<file path="src/rtl/imem_loader.sv">
`default_nettype none
// ============================================================================
// Module : imem_loader
// Writes a length/checksum framed byte stream into the CPU instruction memory,
// holding the CPU in reset while loading. Define IMEM_LOADER_FILL_EN to pad
// unwritten words with FILL_WORD after a good short load.
// Rev    : 1.0
// ============================================================================
module imem_loader #(
  parameter int              ADDR_W    = 4,
  parameter int              DATA_W    = 8,
  parameter int              DEPTH     = 16,
  parameter logic [DATA_W-1:0] FILL_WORD = 8'hB0
) (
  input  logic              clk,
  input  logic              reset,
  input  logic              load_start,
  input  logic              in_valid,
  input  logic [7:0]        in_data,
  output logic              in_ready,
  output logic              mem_we,
  output logic [ADDR_W-1:0] mem_addr,
  output logic [DATA_W-1:0] mem_wdata,
  output logic              cpu_hold,
  output logic              load_done,
  output logic              load_error
);

  typedef enum logic [2:0] {
    IDLE = 3'd0,
    LEN  = 3'd1,
    DATA = 3'd2,
    CSUM = 3'd3,
    FILL = 3'd4,
    DONE = 3'd5,
    ERR  = 3'd6
  } state_t;

  localparam logic [5:0]        c_depth = 6'(DEPTH);
  localparam logic [ADDR_W-1:0] c_last  = ADDR_W'(DEPTH - 1);

  state_t              r_state, w_state_next;
  logic [7:0]          r_csum, w_csum_next;
  logic [ADDR_W-1:0]   r_addr, w_addr_next;
  logic [4:0]          r_rem, w_rem_next;
  logic                r_mem_we, w_we_next;
  logic [ADDR_W-1:0]   r_mem_addr, w_waddr_next;
  logic [DATA_W-1:0]   r_mem_wdata, w_wdata_next;
  logic                w_in_ready;
  logic                w_xfer;
  logic [4:0]          w_len;
  logic                w_len_ok;

  assign w_in_ready = (r_state == LEN) || (r_state == DATA) || (r_state == CSUM);
  assign w_xfer     = in_valid && w_in_ready;
  assign w_len      = in_data[4:0];
  assign w_len_ok   = (w_len != 5'd0) && ({1'b0, w_len} <= c_depth);

`ifndef IMEM_LOADER_FILL_EN
  logic w_unused_fill;
  assign w_unused_fill = ^FILL_WORD;
`endif

  always_ff @(posedge clk or posedge reset) begin
    if (reset) begin
      r_state     <= IDLE;
      r_csum      <= '0;
      r_addr      <= '0;
      r_rem       <= '0;
      r_mem_we    <= 1'b0;
      r_mem_addr  <= '0;
      r_mem_wdata <= '0;
    end else begin
      r_state     <= w_state_next;
      r_csum      <= w_csum_next;
      r_addr      <= w_addr_next;
      r_rem       <= w_rem_next;
      r_mem_we    <= w_we_next;
      r_mem_addr  <= w_waddr_next;
      r_mem_wdata <= w_wdata_next;
    end
  end

  always_comb begin
    w_state_next = r_state;
    w_csum_next  = r_csum;
    w_addr_next  = r_addr;
    w_rem_next   = r_rem;
    w_we_next    = 1'b0;
    w_waddr_next = r_mem_addr;
    w_wdata_next = r_mem_wdata;

    case (r_state)
      IDLE, DONE, ERR: begin
        if (load_start) begin
          w_state_next = LEN;
          w_csum_next  = '0;
          w_addr_next  = '0;
          w_rem_next   = '0;
        end else if (r_state == DONE) begin
          w_state_next = IDLE;
        end
      end
      LEN: begin
        if (w_xfer) begin
          if (w_len_ok) begin
            w_csum_next  = r_csum ^ in_data;
            w_rem_next   = w_len;
            w_state_next = DATA;
          end else begin
            w_state_next = ERR;
          end
        end
      end
      DATA: begin
        if (w_xfer) begin
          w_we_next    = 1'b1;
          w_waddr_next = r_addr;
          w_wdata_next = DATA_W'(in_data);
          w_csum_next  = r_csum ^ in_data;
          w_addr_next  = r_addr + ADDR_W'(1);
          w_rem_next   = r_rem - 5'd1;
          if (r_rem == 5'd1)
            w_state_next = CSUM;
        end
      end
      CSUM: begin
        if (w_xfer) begin
          if (in_data == r_csum) begin
`ifdef IMEM_LOADER_FILL_EN
            // A full-depth load wraps the address back to 0; nothing to pad.
            w_state_next = (r_addr != '0) ? FILL : DONE;
`else
            w_state_next = DONE;
`endif
          end else begin
            w_state_next = ERR;
          end
        end
      end
`ifdef IMEM_LOADER_FILL_EN
      FILL: begin
        w_we_next    = 1'b1;
        w_waddr_next = r_addr;
        w_wdata_next = FILL_WORD;
        w_addr_next  = r_addr + ADDR_W'(1);
        if (r_addr == c_last)
          w_state_next = DONE;
      end
`endif
      default: w_state_next = IDLE;
    endcase
  end

  assign in_ready   = w_in_ready;
  assign mem_we     = r_mem_we;
  assign mem_addr   = r_mem_addr;
  assign mem_wdata  = r_mem_wdata;
  // The CPU stays held through ERR because memory may already be partly overwritten.
  assign cpu_hold   = (r_state != IDLE) && (r_state != DONE);
  assign load_done  = (r_state == DONE);
  assign load_error = (r_state == ERR);

endmodule
`default_nettype wire

</file>
<file path="config.mk">
export PLATFORM = sky130hd
export DESIGN_NAME = imem_loader
export DESIGN_NICKNAME = d
export VERILOG_FILES = /design/src/rtl/imem_loader.sv
export SDC_FILE = /design/constraint.sdc
export NUM_CORES = 1
export LEC_CHECK = 0
export ABC_CLOCK_PERIOD_IN_PS = 2330
export BUFFER_PORTS_ARGS = -buffer_cell sky130_fd_sc_hd__buf_2
export CORE_ASPECT_RATIO = 1.4
export CORE_MARGIN = 5
export CORE_UTILIZATION = 30
export CTS_CLUSTER_SIZE = 12
export DETAILED_ROUTE_END_ITERATION = 10
export GPL_TIMING_DRIVEN = 0
export HOLD_SLACK_MARGIN = 0.12
export PLACE_DENSITY_LB_ADDON = 0.12
export RECOVER_POWER = 25
export REMOVE_ABC_BUFFERS = 1
export SETUP_SLACK_MARGIN = 0.15
export SLEW_MARGIN = 25
export SYNTH_ARGS = -nofsm -noshare
export SYNTH_HDL_FRONTEND = slang
export SYNTH_SLANG_ARGS = --single-unit
</file>
<file path="constraint.sdc">
create_clock -name clk -period 2.33 [get_ports clk]
set_clock_uncertainty 0.2 [all_clocks]
set_input_delay 0.466 -clock clk [delete_from_list [all_inputs] [get_ports clk]]
set_output_delay 0.466 -clock clk [all_outputs]
set_load 0.05 [all_outputs]
</file>
Word-level counts from Yosys, hierarchy flattened
Index checks and enable logic that the tools add are counted.
- register bits: 33
- bits of input ports: 12
- output and inout port bits: 17
- add/sub/neg operators: 2
- $lt $le $gt $ge: 1
- equality and inequality tests: 15
- muxes and demuxes: 24
- bitwise gates (word level): 1
- reductions and logical operators: 15
- operator list (cell ; count):
    $mux 8 ; 4
    $pmux 8 s3 ; 1
    $mux 3 ; 7
    $mux 5 ; 4
    $pmux 5 s3 ; 1
    $pmux 3 s4 ; 1
    $ne 2x2->1 const B ; 5
    $reduce_and 5->1 ; 2
    $eq 8x8->1 ; 1
    $mux 4 ; 2
    $pmux 4 s2 ; 1
    $xor 8x8->8 ; 1
    $eq 3x2->1 const B ; 2
    $eq 3x3->1 const B ; 2
    $ne 3x3->1 const B ; 2
    $reduce_bool 3->1 ; 2
    $eq 5x1->1 const B ; 1
    $le 5x5->1 const B ; 1
    $reduce_bool 5->1 ; 1
    $sub 5x1->5 const B ; 1
    $add 4x1->4 const B ; 1
    $eq 3x1->1 const B ; 1
    $logic_and 1x1->1 ; 3
    $logic_not 3->1 ; 1
    8 further kinds ; 10

Longest topological paths before layout
Gate-level depths: netlist (run 1).
- depth after elaboration: 6
- depth in mapped cells: 8
- gate-level depth less buffers: 7

Worst setup path after synthesis (run 1)
OpenSTA, ideal clock, no wires.
- kind: register to output
- start: reg r_state[0]
- end: out load_error
- data arrival time: 1451 ps
- setup slack: 213 ps
- cell stages (with the launch flop): 5
- path through: dfrtp_1 buf_2 nand2b_1 buf_2 nor2_1
- longest elaborated chain between the ends: 1
- ends and longest elaborated chain (item ; line ; source):
    start: declaration ; 42 ; state_t r_state, w_state_next;
    start signal: assignment ; 74 ; r_state <= w_state_next;
    $eq 3x3->1 ; 162 ; assign load_error = (r_state == ERR);
    end: declaration ; 26 ; output logic load_error
No other way between the ends.

Final worst setup path (run 1)
Same ends and word-level chain as after synthesis.

==> impl_metrics.csv, run 1 <==
group,metric,value,unit
run_status,status,"finished clean",
global_routing,grt_util_met3,3.792,%
synthesis,async_flop_share,100.0,%
clock_network,cts.sinks,33,
placement,place_inst,265,
clock_network,clk_latency,0.28,ns
timing,finalCritPeriodShare,89.90,%
clock_network,clockBufferDepth,2,
placement,dpl_cell_area,1946,µm²
global_routing,overflow,0,
drt,wire_per_inst,14.35,µm
clock_network,cts_tree,"built",
synthesis,synth_edf_count,0,
clock_network,cts_hold_buffers,0,
synthesis,netlist_top_cells_area,"dfrtp_1 47%, mux2_2 8.3%, o21ai_0 7.6%",
global_routing,grt_pass1_wl,6665,µm
min_path,min_path_cells,2,
pwr,powerDensity,1484,nW/µm²
pwr,leakagePower,0.9262,nW
synthesis,synth_top_area_share,46.71,%
timing,finalSetupViolCount,0,
clock_network,htree_levels,2,
placement,place_congestion,0.7827,
worst_setup_path,crit_arrival,1.43,ns
placement,io_buffers,28,
pwr,peakVddDrop,0.8575,mV
finish,area_growth,18.47,%
min_path,hold_path.class,"in -> reg",
min_path,hold-path-endpoint,"r_state[2]$_DFFE_PP0P_",
timing,hold_viol,0,
worst_setup_path,r2r_start,"r_state[0]$_DFFE_PP0P_",
synthesis,ys_types,35,
drt,firstDrtPassIters,4,
drt,drc,0,
floorplanning,die_h,100.8,µm
floorplanning,core,5781,µm²
global_routing,grt_use_met1,13.19,%
floorplanning,rows,33,
finish,layout.cells.non_filler,277,
synthesis,ys_ff_latch,33,
clock_network,path_clk_slew,0.06,ns
finish,fin_area,2095,µm²
worst_setup_path,crit_required,1.66,ns
synthesis,ys_seq_area_share,46.71,%
synthesis,yosys-top-cells-count,"33 x dfrtp_1, 27 x o21ai_0, 21 x nor2_1",
floorplanning,start_util,30.58,%
floorplanning,pin_count,29,
worst_setup_path,end_kind,"output pin",
timing,worst_pin_slew,1.277,ns
synthesis,synthCells,174,
global_routing,grt_usage,11.56,%
global_routing,grt_max_degree,34,
synthesis,yosysWarnings,0,
finish,nFillCells,602,
run,cap_violations,0,
finish,drive_above_1_share,29.47,%
pwr,total_power,0.003109,W
timing,setup_slack,0.2354,ns
worst_setup_path,slowest_delay,0.49,ns
drt,viasPerCell,4.899,
global_routing,grt_pass1_vias,1414,
synthesis,synth_flop_cell,"dfrtp_1",
placement,pre_cts_slack,-0.1077,ns
worst_setup_path,path_max_fanout,10,
worst_setup_path,path_cells,"nand2b_2 > nor2_1 > buf_4",
drt,drt_iter0_markers,31,
clock_network,cts_buffers,5,
timing,slew_headroom,14.74,%
timing,max_freq,0.4774,GHz
drt,vias,1357,
global_routing,grtUsageMet2,19.06,%
drt,totalWireLength,3975,µm
clock_network,root_buffer,"clkbuf_8",
worst_setup_path,r2r_end,"r_csum[2]$_DFFE_PP0P_",
worst_setup_path,regToRegSetupSlack,0.26,ns
floorplanning,die_w,74.88,µm
synthesis,avgSynthCellArea,10.16,µm²
min_path,hp-start,"load_start",
synthesis,yosys.area.top_type,"dfrtp_1",
synthesis,synth_area,1768,µm²
timing,slew_violations,0,
placement,hpwl,2867,µm
worst_setup_path,reg2reg_depth,6,
drt,antenna_left,0,
finish,antennaDiodeCount,0,
global_routing,grt.busiest_layer,"met2",
finish,nets,222,
synthesis,yosysMostFrequentCell,"dfrtp_1",
worst_setup_path,slowest_stage,"dfrtp_2",
timing,rsz0062_at_grt,"no",
floorplanning,die-area,7550,µm²
timing,fin_crit,2.095,ns
worst_setup_path,crit_type,"reg -> out",
global_routing,antenna_found_initial,0,
worst_setup_path,cp-start-kind,"register",
metal layers:
metal / share of wire (%) / vias up / wire (µm)
li1: - / 670 / -
met1: 43 / 653 / 1691
met2: 51 / 25 / 2044
met3: 4.0 / 9 / 159
met4: 2.0 / 0 / 80
met5: 0 / - / 0
critical path: cells and delay by family (launching register included):
family	cells	cell delay [ns]
buffers and inverters	1	0.22
DFF	1	0.49
and+or+nand+nor	2	0.45
worst max-delay path by stage:
stage,start,endpoint
floorplan,r_state[0]$_DFFE_PP0P_,load_error
global placement,in_data[0],r_rem[4]$_DFFE_PP0P_
detailed placement,in_data[0],r_csum[2]$_DFFE_PP0P_
CTS,r_state[1]$_DFFE_PP0P_,r_csum[2]$_DFFE_PP0P_
global route,r_state[0]$_DFFE_PP0P_,r_csum[7]$_DFFE_PP0P_
finish,r_state[0]$_DFFE_PP0P_,load_error
stage by stage:
stage | hold WS, ns | TNS [ns] | util [%]
3_5_place_dp | 0.2911 | -0.9140 | 33.66
3_3_place_gp | 0.2830 | -0.1295 | 33.66
6_report | 0.1844 | 0 | 36.23
2_1_floorplan | 0.2713 | 0 | -
5_1_grt | 0.1964 | 0 | 36.23
4_1_cts | 0.1278 | 0 | 35.65
sequential cells by signal, indices dropped and copies added, names as in the netlist:
signal / cells
mem_addr: 4
mem_wdata: 8
mem_we: 1
r_addr: 4
r_csum: 8
r_rem: 5
r_state: 3
kinds of logic after synthesis:
family,Yosys count,synth area share [%]
compound gates,45,16.63
xor+xnor,11,5.450
fa+ha+maj,3,2.123
simple gates,56,16.70
flops,33,46.71
buf+inv,13,4.104
mux,13,8.280
repair_timing:
action                                  in CTS  in global routing
pin swaps                                    1                  2
setup buffers                                1                  4
endpoints found under the setup margin      16                 16
gates resized for setup                      4                  2
cells in the final DEF, fill, tap and decap left out, drive strengths merged:
cell type and instances:
o211ai 1, ha 3, o211a 1, xor2 3
nand2b 14, nor4b 1, nor2b 2, a21oi 5
nor2 22, a21o 1, inv 6, xnor2 8
o31ai 1, dfrtp 33, a2bb2oi 2, o21a 1
nor3 2, clkbuf 7, or2b 1, buf 33
o21ai 28, nand2 4, nor4 2, a311oi 1
nand3 4, a211oi 3, o21ba 1, mux2 13
nand4 4
report_power, final:
group	switching [W]	internal (W)	leakage [nW]
logic	0.00107	0.000597	0.466
clock network	0.000194	0.000234	0.0443
registers	0.000203	0.000815	0.416
layout make-up:
type                            instances  area (µm²)  area share (%)
Sequential cell                        33       828.3           39.55
Inverter                                6       22.52           1.075
Timing Repair Buffer                   33       195.2           9.319
Clock buffer                            7       86.33           4.122
Tap cell                               70       87.58           4.182
Multi-Input combinational cell        128       874.6           41.76
(Power assumes the default switching activity.)
==> run 2: changes to the inputs <==
--- a/config.mk
+++ b/config.mk
@@ -7,7 +7,6 @@
 export LEC_CHECK = 0
 export ABC_CLOCK_PERIOD_IN_PS = 2330
 export BUFFER_PORTS_ARGS = -buffer_cell sky130_fd_sc_hd__buf_2
-export CORE_ASPECT_RATIO = 1.4
 export CORE_MARGIN = 5
 export CORE_UTILIZATION = 30
 export CTS_CLUSTER_SIZE = 12
==> impl_metrics.csv, run 2 (synthesis results as in run 1) <==
group,metric,value,unit
run_status,status,"finished clean",
worst_setup_path,end_kind,"output pin",
finish,multi_input_area,879.6,µm²
floorplanning,pin_count,29,
timing,slew_violations,0,
clock_network,clk_latency,0.28,ns
worst_setup_path,slowest_delay,0.49,ns
drt,vias,1388,
timing,timing.hold.ws,0.1931,ns
drt,totalWireLength,4123,µm
worst_setup_path,crit_required,1.66,ns
clock_network,cts_tree,"built",
drt,drt_iter0_markers,85,
placement,io_buffers,28,
timing,max_freq,0.4754,GHz
timing,rsz0062_at_grt,"no",
pwr,powerDensity,1480,nW/µm²
worst_setup_path,slowest_stage,"dfrtp_2",
clock_network,clockBufferDepth,2,
timing,hold_viol,0,
drt,viasPerCell,4.887,
global_routing,grt_max_degree,34,
worst_setup_path,crit_arrival,1.44,ns
finish,layout_common_cells,"31 x dfrtp_1, 27 x o21ai_0, 21 x nor2_1, 14 x clkbuf_1",
finish,antennaDiodeCount,0,
global_routing,grt_usage,12.06,%
floorplanning,die_h,86.77,µm
global_routing,grt_pass1_wl,6982,µm
timing,finalSetupViolCount,0,
placement,place_congestion,0.7164,
clock_network,root_buffer,"clkbuf_8",
min_path,hold_path.class,"in -> reg",
placement,dpl_cell_area,1952,µm²
clock_network,htree_levels,2,
finish,area_growth,19.25,%
floorplanning,die-area,7528,µm²
run,cap_violations,0,
finish,regArea,828.3,µm²
floorplanning,die_w,86.77,µm
finish,nFillCells,626,
timing,finalCritPeriodShare,90.28,%
floorplanning,core,5816,µm²
placement,hpwl,2862,µm
pwr,peakVddDrop,0.4524,mV
drt,antenna_left,0,
worst_setup_path,crit_type,"reg -> out",
floorplanning,rows,28,
global_routing,antenna_found_initial,0,
finish,final_common_cell,"dfrtp_1",
pwr,leakagePower,0.8975,nW
timing,worst_pin_slew,0.7015,ns
floorplanning,start_util,30.40,%
drt,firstDrtPassIters,4,
clock_network,cts.sinks,33,
timing,fin_crit,2.103,ns
global_routing,overflow,0,
clock_network,path_clk_slew,0.06,ns
drt,wire_per_inst,14.52,µm
worst_setup_path,path_cells,"nand2b_2 > nor2_1 > buf_4",
finish,drive_above_1_share,23.92,%
drt,drc,0,
finish,fin_area,2108,µm²
worst_setup_path,cp-start-kind,"register",
timing,slew_headroom,53.16,%
global_routing,grt_pass1_vias,1417,
finish,nets,223,
clock_network,cts_buffers,5,
worst_setup_path,path_max_fanout,10,
## run 2: final timing paths
| check | start | end | slack [ns] | depth (start not counted) |
|---|---|---|---|---|
| min in group asynchronous | reset | mem_we$_DFF_PP0_ | 0.63 | 3 |
| hold reg to reg | mem_addr[3]$_DFFE_PP0P_ | mem_addr[3]$_DFFE_PP0P_ | 0.31 | 1 |
| max in group asynchronous | reset | r_state[0]$_DFFE_PP0P_ | 0.80 | 3 |
| hold / removal | load_start | r_state[2]$_DFFE_PP0P_ | 0.19 | 2 |
| setup reg to reg | r_state[0]$_DFFE_PP0P_ | r_csum[6]$_DFFE_PP0P_ | 0.29 | 6 |
| setup / recovery | r_state[0]$_DFFE_PP0P_ | load_error | 0.23 | 3 |
## run 2: through the flow
step | setup TNS, ns | setup WS, ns | power [W] | utilization [%] | std cells
final | 0 | 0.2266 | 0.003120 | 36.25 | 284
after global routing | 0 | 0.1596 | 0.003346 | 36.25 | 284
after CTS | 0 | 0.1773 | 0.003167 | 36.36 | 284
after detailed placement | -1.084 | -0.1434 | 0.002620 | 33.56 | 270
after global placement | -0.2785 | -0.03079 | 0.002553 | 33.56 | 270
after floorplan | 0 | 0.2131 | 0.002218 | - | 167
## run 2: routing by layer
metal  GRT usage (%)  wire length, µm  vias to the layer above
met5               0                0                        -
met4           4.674               69                        0
met3           3.422              253                        6
met2           18.64             1952                       43
met1           15.94             1848                      668
li1                -                -                      671
## run 2: what timing repair did
item | in CTS | in global routing
hold buffers | 1 | 0
resized for setup | 3 | 4
hold endpoints to repair | 19 | 0
buffers inserted | 5 | 0
endpoints found under the setup margin | 15 | 5
pin swaps | 3 | 1
## run 2: layout make-up
class	instances	share of cell area, %
multi-input combinational	128	41.72
sequential	33	39.29
timing repair buffer	34	9.555
tap	75	4.451
clock buffer	6	3.442
inverter	6	1.068
clock inverter	2	0.4748
## run 2: critical path: cells and delay by family, from the launching register on
kind,cells,cell delay (ns)
DFF,1,0.49
and+or+nand+nor,2,0.45
buffers and inverters,1,0.21
## run 2: report_power, final
group          total, W  switching (W)  internal (W)  leakage [nW]
sequential      0.00102       0.000207      0.000815         0.416
combinational   0.00169        0.00110      0.000592         0.437
clock          0.000411       0.000204      0.000207        0.0450
==> run 3: changes to the inputs <==
--- a/config.mk
+++ b/config.mk
@@ -8,7 +8,8 @@
 export ABC_CLOCK_PERIOD_IN_PS = 2330
 export BUFFER_PORTS_ARGS = -buffer_cell sky130_fd_sc_hd__buf_2
 export CORE_MARGIN = 5
-export CORE_UTILIZATION = 30
+export CORE_UTILIZATION = 55
+export CTS_CLUSTER_DIAMETER = 80
 export CTS_CLUSTER_SIZE = 12
 export DETAILED_ROUTE_END_ITERATION = 10
 export GPL_TIMING_DRIVEN = 0
==> impl_metrics.csv, run 3 (synthesis results as in run 1) <==
group,metric,value,unit
worst_setup_path,path_max_fanout,9,
global_routing,grt_pass1_vias,1383,
timing,fin_tns_setup,0,ns
timing,slew_violations,0,
worst_setup_path,crit_arrival,1.42,ns
finish,nets,225,
pwr,total_power,0.003141,W
floorplanning,core,3078,µm²
drt,viasPerCell,5.510,
min_path,hold_path.class,"in -> reg",
pwr,peakVddDrop,0.8706,mV
pwr,powerDensity,1504,nW/µm²
clock_network,clk_latency,0.33,ns
finish,fin_util,67.85,%
global_routing,grt_pass1_wl,6306,µm
worst_setup_path,crit_type,"reg -> out",
timing,worst_pin_slew,0.6649,ns
floorplanning,die_w,66.70,µm
pwr,switching_share,46.42,%
floorplanning,rows,20,
pwr,leakagePower,0.9396,nW
timing,fin_crit,2.087,ns
drt,drt_iter0_markers,73,
clock_network,cts.sinks,33,
clock_network,htree_levels,2,
pwr,seqPwrFrac,32.4,%
pwr,power_report.internal_total,0.001683,W
global_routing,grt_max_degree,34,
worst_setup_path,cp-start-kind,"register",
worst_setup_path,crit_required,1.66,ns
timing,rsz0062_at_grt,"no",
clock_network,clockBufferDepth,2,
clock_network,cts_tree,"built",
clock_network,root_buffer,"clkbuf_4",
floorplanning,die-area,4448,µm²
worst_setup_path,slowest_delay,0.49,ns
finish,drive_above_1_share,30.33,%
worst_setup_path,critPathTopFamily,"flip-flops",
timing,finalCritPeriodShare,89.55,%
global_routing,grt_usage,18.52,%
finish,final_common_cell,"dfrtp_1",
placement,io_buffers,28,
drt,vias,1405,
pwr,p_comb_share,53.3,%
floorplanning,start_util,57.44,%
placement,hpwl,2527,µm
floorplanning,pin_count,29,
finish,antennaDiodeCount,0,
worst_setup_path,path_cells,"nand2b_2 > nor2_1 > buf_4",
clock_network,cts_buffers,5,
floorplanning,die_h,66.70,µm
drt,drc,0,
finish,layout.cells.non_filler,255,
placement,place_congestion,0.7801,
finish,area_growth,18.12,%
drt,firstDrtPassIters,4,
pwr,power_switching,0.001458,W
placement,place_inst,239,
drt,totalWireLength,3573,µm
timing,finalSetupViolCount,0,
timing,max_freq,0.4793,GHz
global_routing,antenna_found_initial,0,
drt,antenna_left,0,
drt,wire_per_inst,14.01,µm
pwr,p_clk_share,14.3,%
worst_setup_path,end_kind,"output pin",
global_routing,overflow,0,
worst_setup_path,slowest_stage,"dfrtp_2",
worst_setup_path,critPathBufInv,1,
timing,setup_slack,0.2435,ns
run,cap_violations,0,
timing,hold_viol,0,
placement,pre_cts_slack,-0.1116,ns
clock_network,path_clk_slew,0.10,ns
run_status,status,"finished clean",
finish,layout_common_cells,"30 x dfrtp_1, 27 x o21ai_0, 26 x buf_2, 21 x nor2_1, 13 x mux2_2",
timing,slew_headroom,55.61,%
## run 3: changes by cell type in the layout (fill, tap and decap cells not counted), sizes merged
cell / previous run / this run
dlygate4sd3: 1 / 2
bufinv: 0 / 1
clkbuf: 19 / 7
buf: 20 / 34
clkinv: 2 / 0
## run 3: through the flow
step                hold slack (ns)  cell area, µm²
floorplan                    0.2713            1718
global placement             0.2839            1913
detailed placement           0.2902            1913
CTS                          0.1957            2087
global route                 0.1943            2088
finish                       0.2118            2088
## run 3: per-layer routing
layer | track usage, % | vias up | routed length (µm)
met1 | 24.36 | 690 | 1567
met5 | 0 | - | 0
li1 | - | 679 | -
met4 | 6.853 | 0 | 24
met2 | 29.58 | 34 | 1759
met3 | 4.216 | 2 | 221
## run 3: path summary, 6_finish.rpt
kind / end / slack, ns / from / depth (start not counted)
min in group asynchronous: r_csum[7]$_DFFE_PP0P_ / 0.57 / reset / 3
worst max-delay path: load_done / 0.24 / r_state[1]$_DFFE_PP0P_ / 3
worst max register to register: r_csum[1]$_DFFE_PP0P_ / 0.31 / r_state[1]$_DFFE_PP0P_ / 6
max in group asynchronous: r_state[0]$_DFFE_PP0P_ / 0.89 / reset / 3
worst min register to register: mem_wdata[4]$_DFFE_PP0P_ / 0.31 / mem_wdata[4]$_DFFE_PP0P_ / 1
worst min-delay path: mem_wdata[5]$_DFFE_PP0P_ / 0.21 / in_data[5] / 2
## run 3: repair_timing
item / CTS / global route
hold buffers: 2 / 0
setup buffers: 6 / 0
resized for setup: 5 / 3
pin swaps: 2 / 1
endpoints found under the setup margin: 15 / 10
hold endpoints to repair: 34 / 0
## run 3: final cells by class
type,instances,area [µm²]
Timing Repair Buffer,36,222.7
Fill cell,272,989.7
Clock inverter,1,30.03
Tap cell,44,55.05
Sequential cell,33,829.5
Inverter,6,22.52
Clock buffer,7,55.05
Multi-Input combinational cell,128,873.3
## run 3: power by group through the flow
stage	sequential (W)	combinational (W)	clock, W
after floorplan	0.00134	0.000881	0
after global placement	0.00100	0.00152	0
after detailed placement	0.00102	0.00156	0
after CTS	0.00101	0.00167	0.000463
after global routing	0.00106	0.00183	0.000496
final	0.00102	0.00167	0.000449
## run 3: worst reg2reg max path, cell delays in order, from the launching register on
cell and delay, ns:
dfrtp_2 0.49, nand2b_2 0.28, a311oi_4 0.39, a211oi_4 0.09
buf_4 0.18, o21ai_0 0.16, o21ai_0 0.10
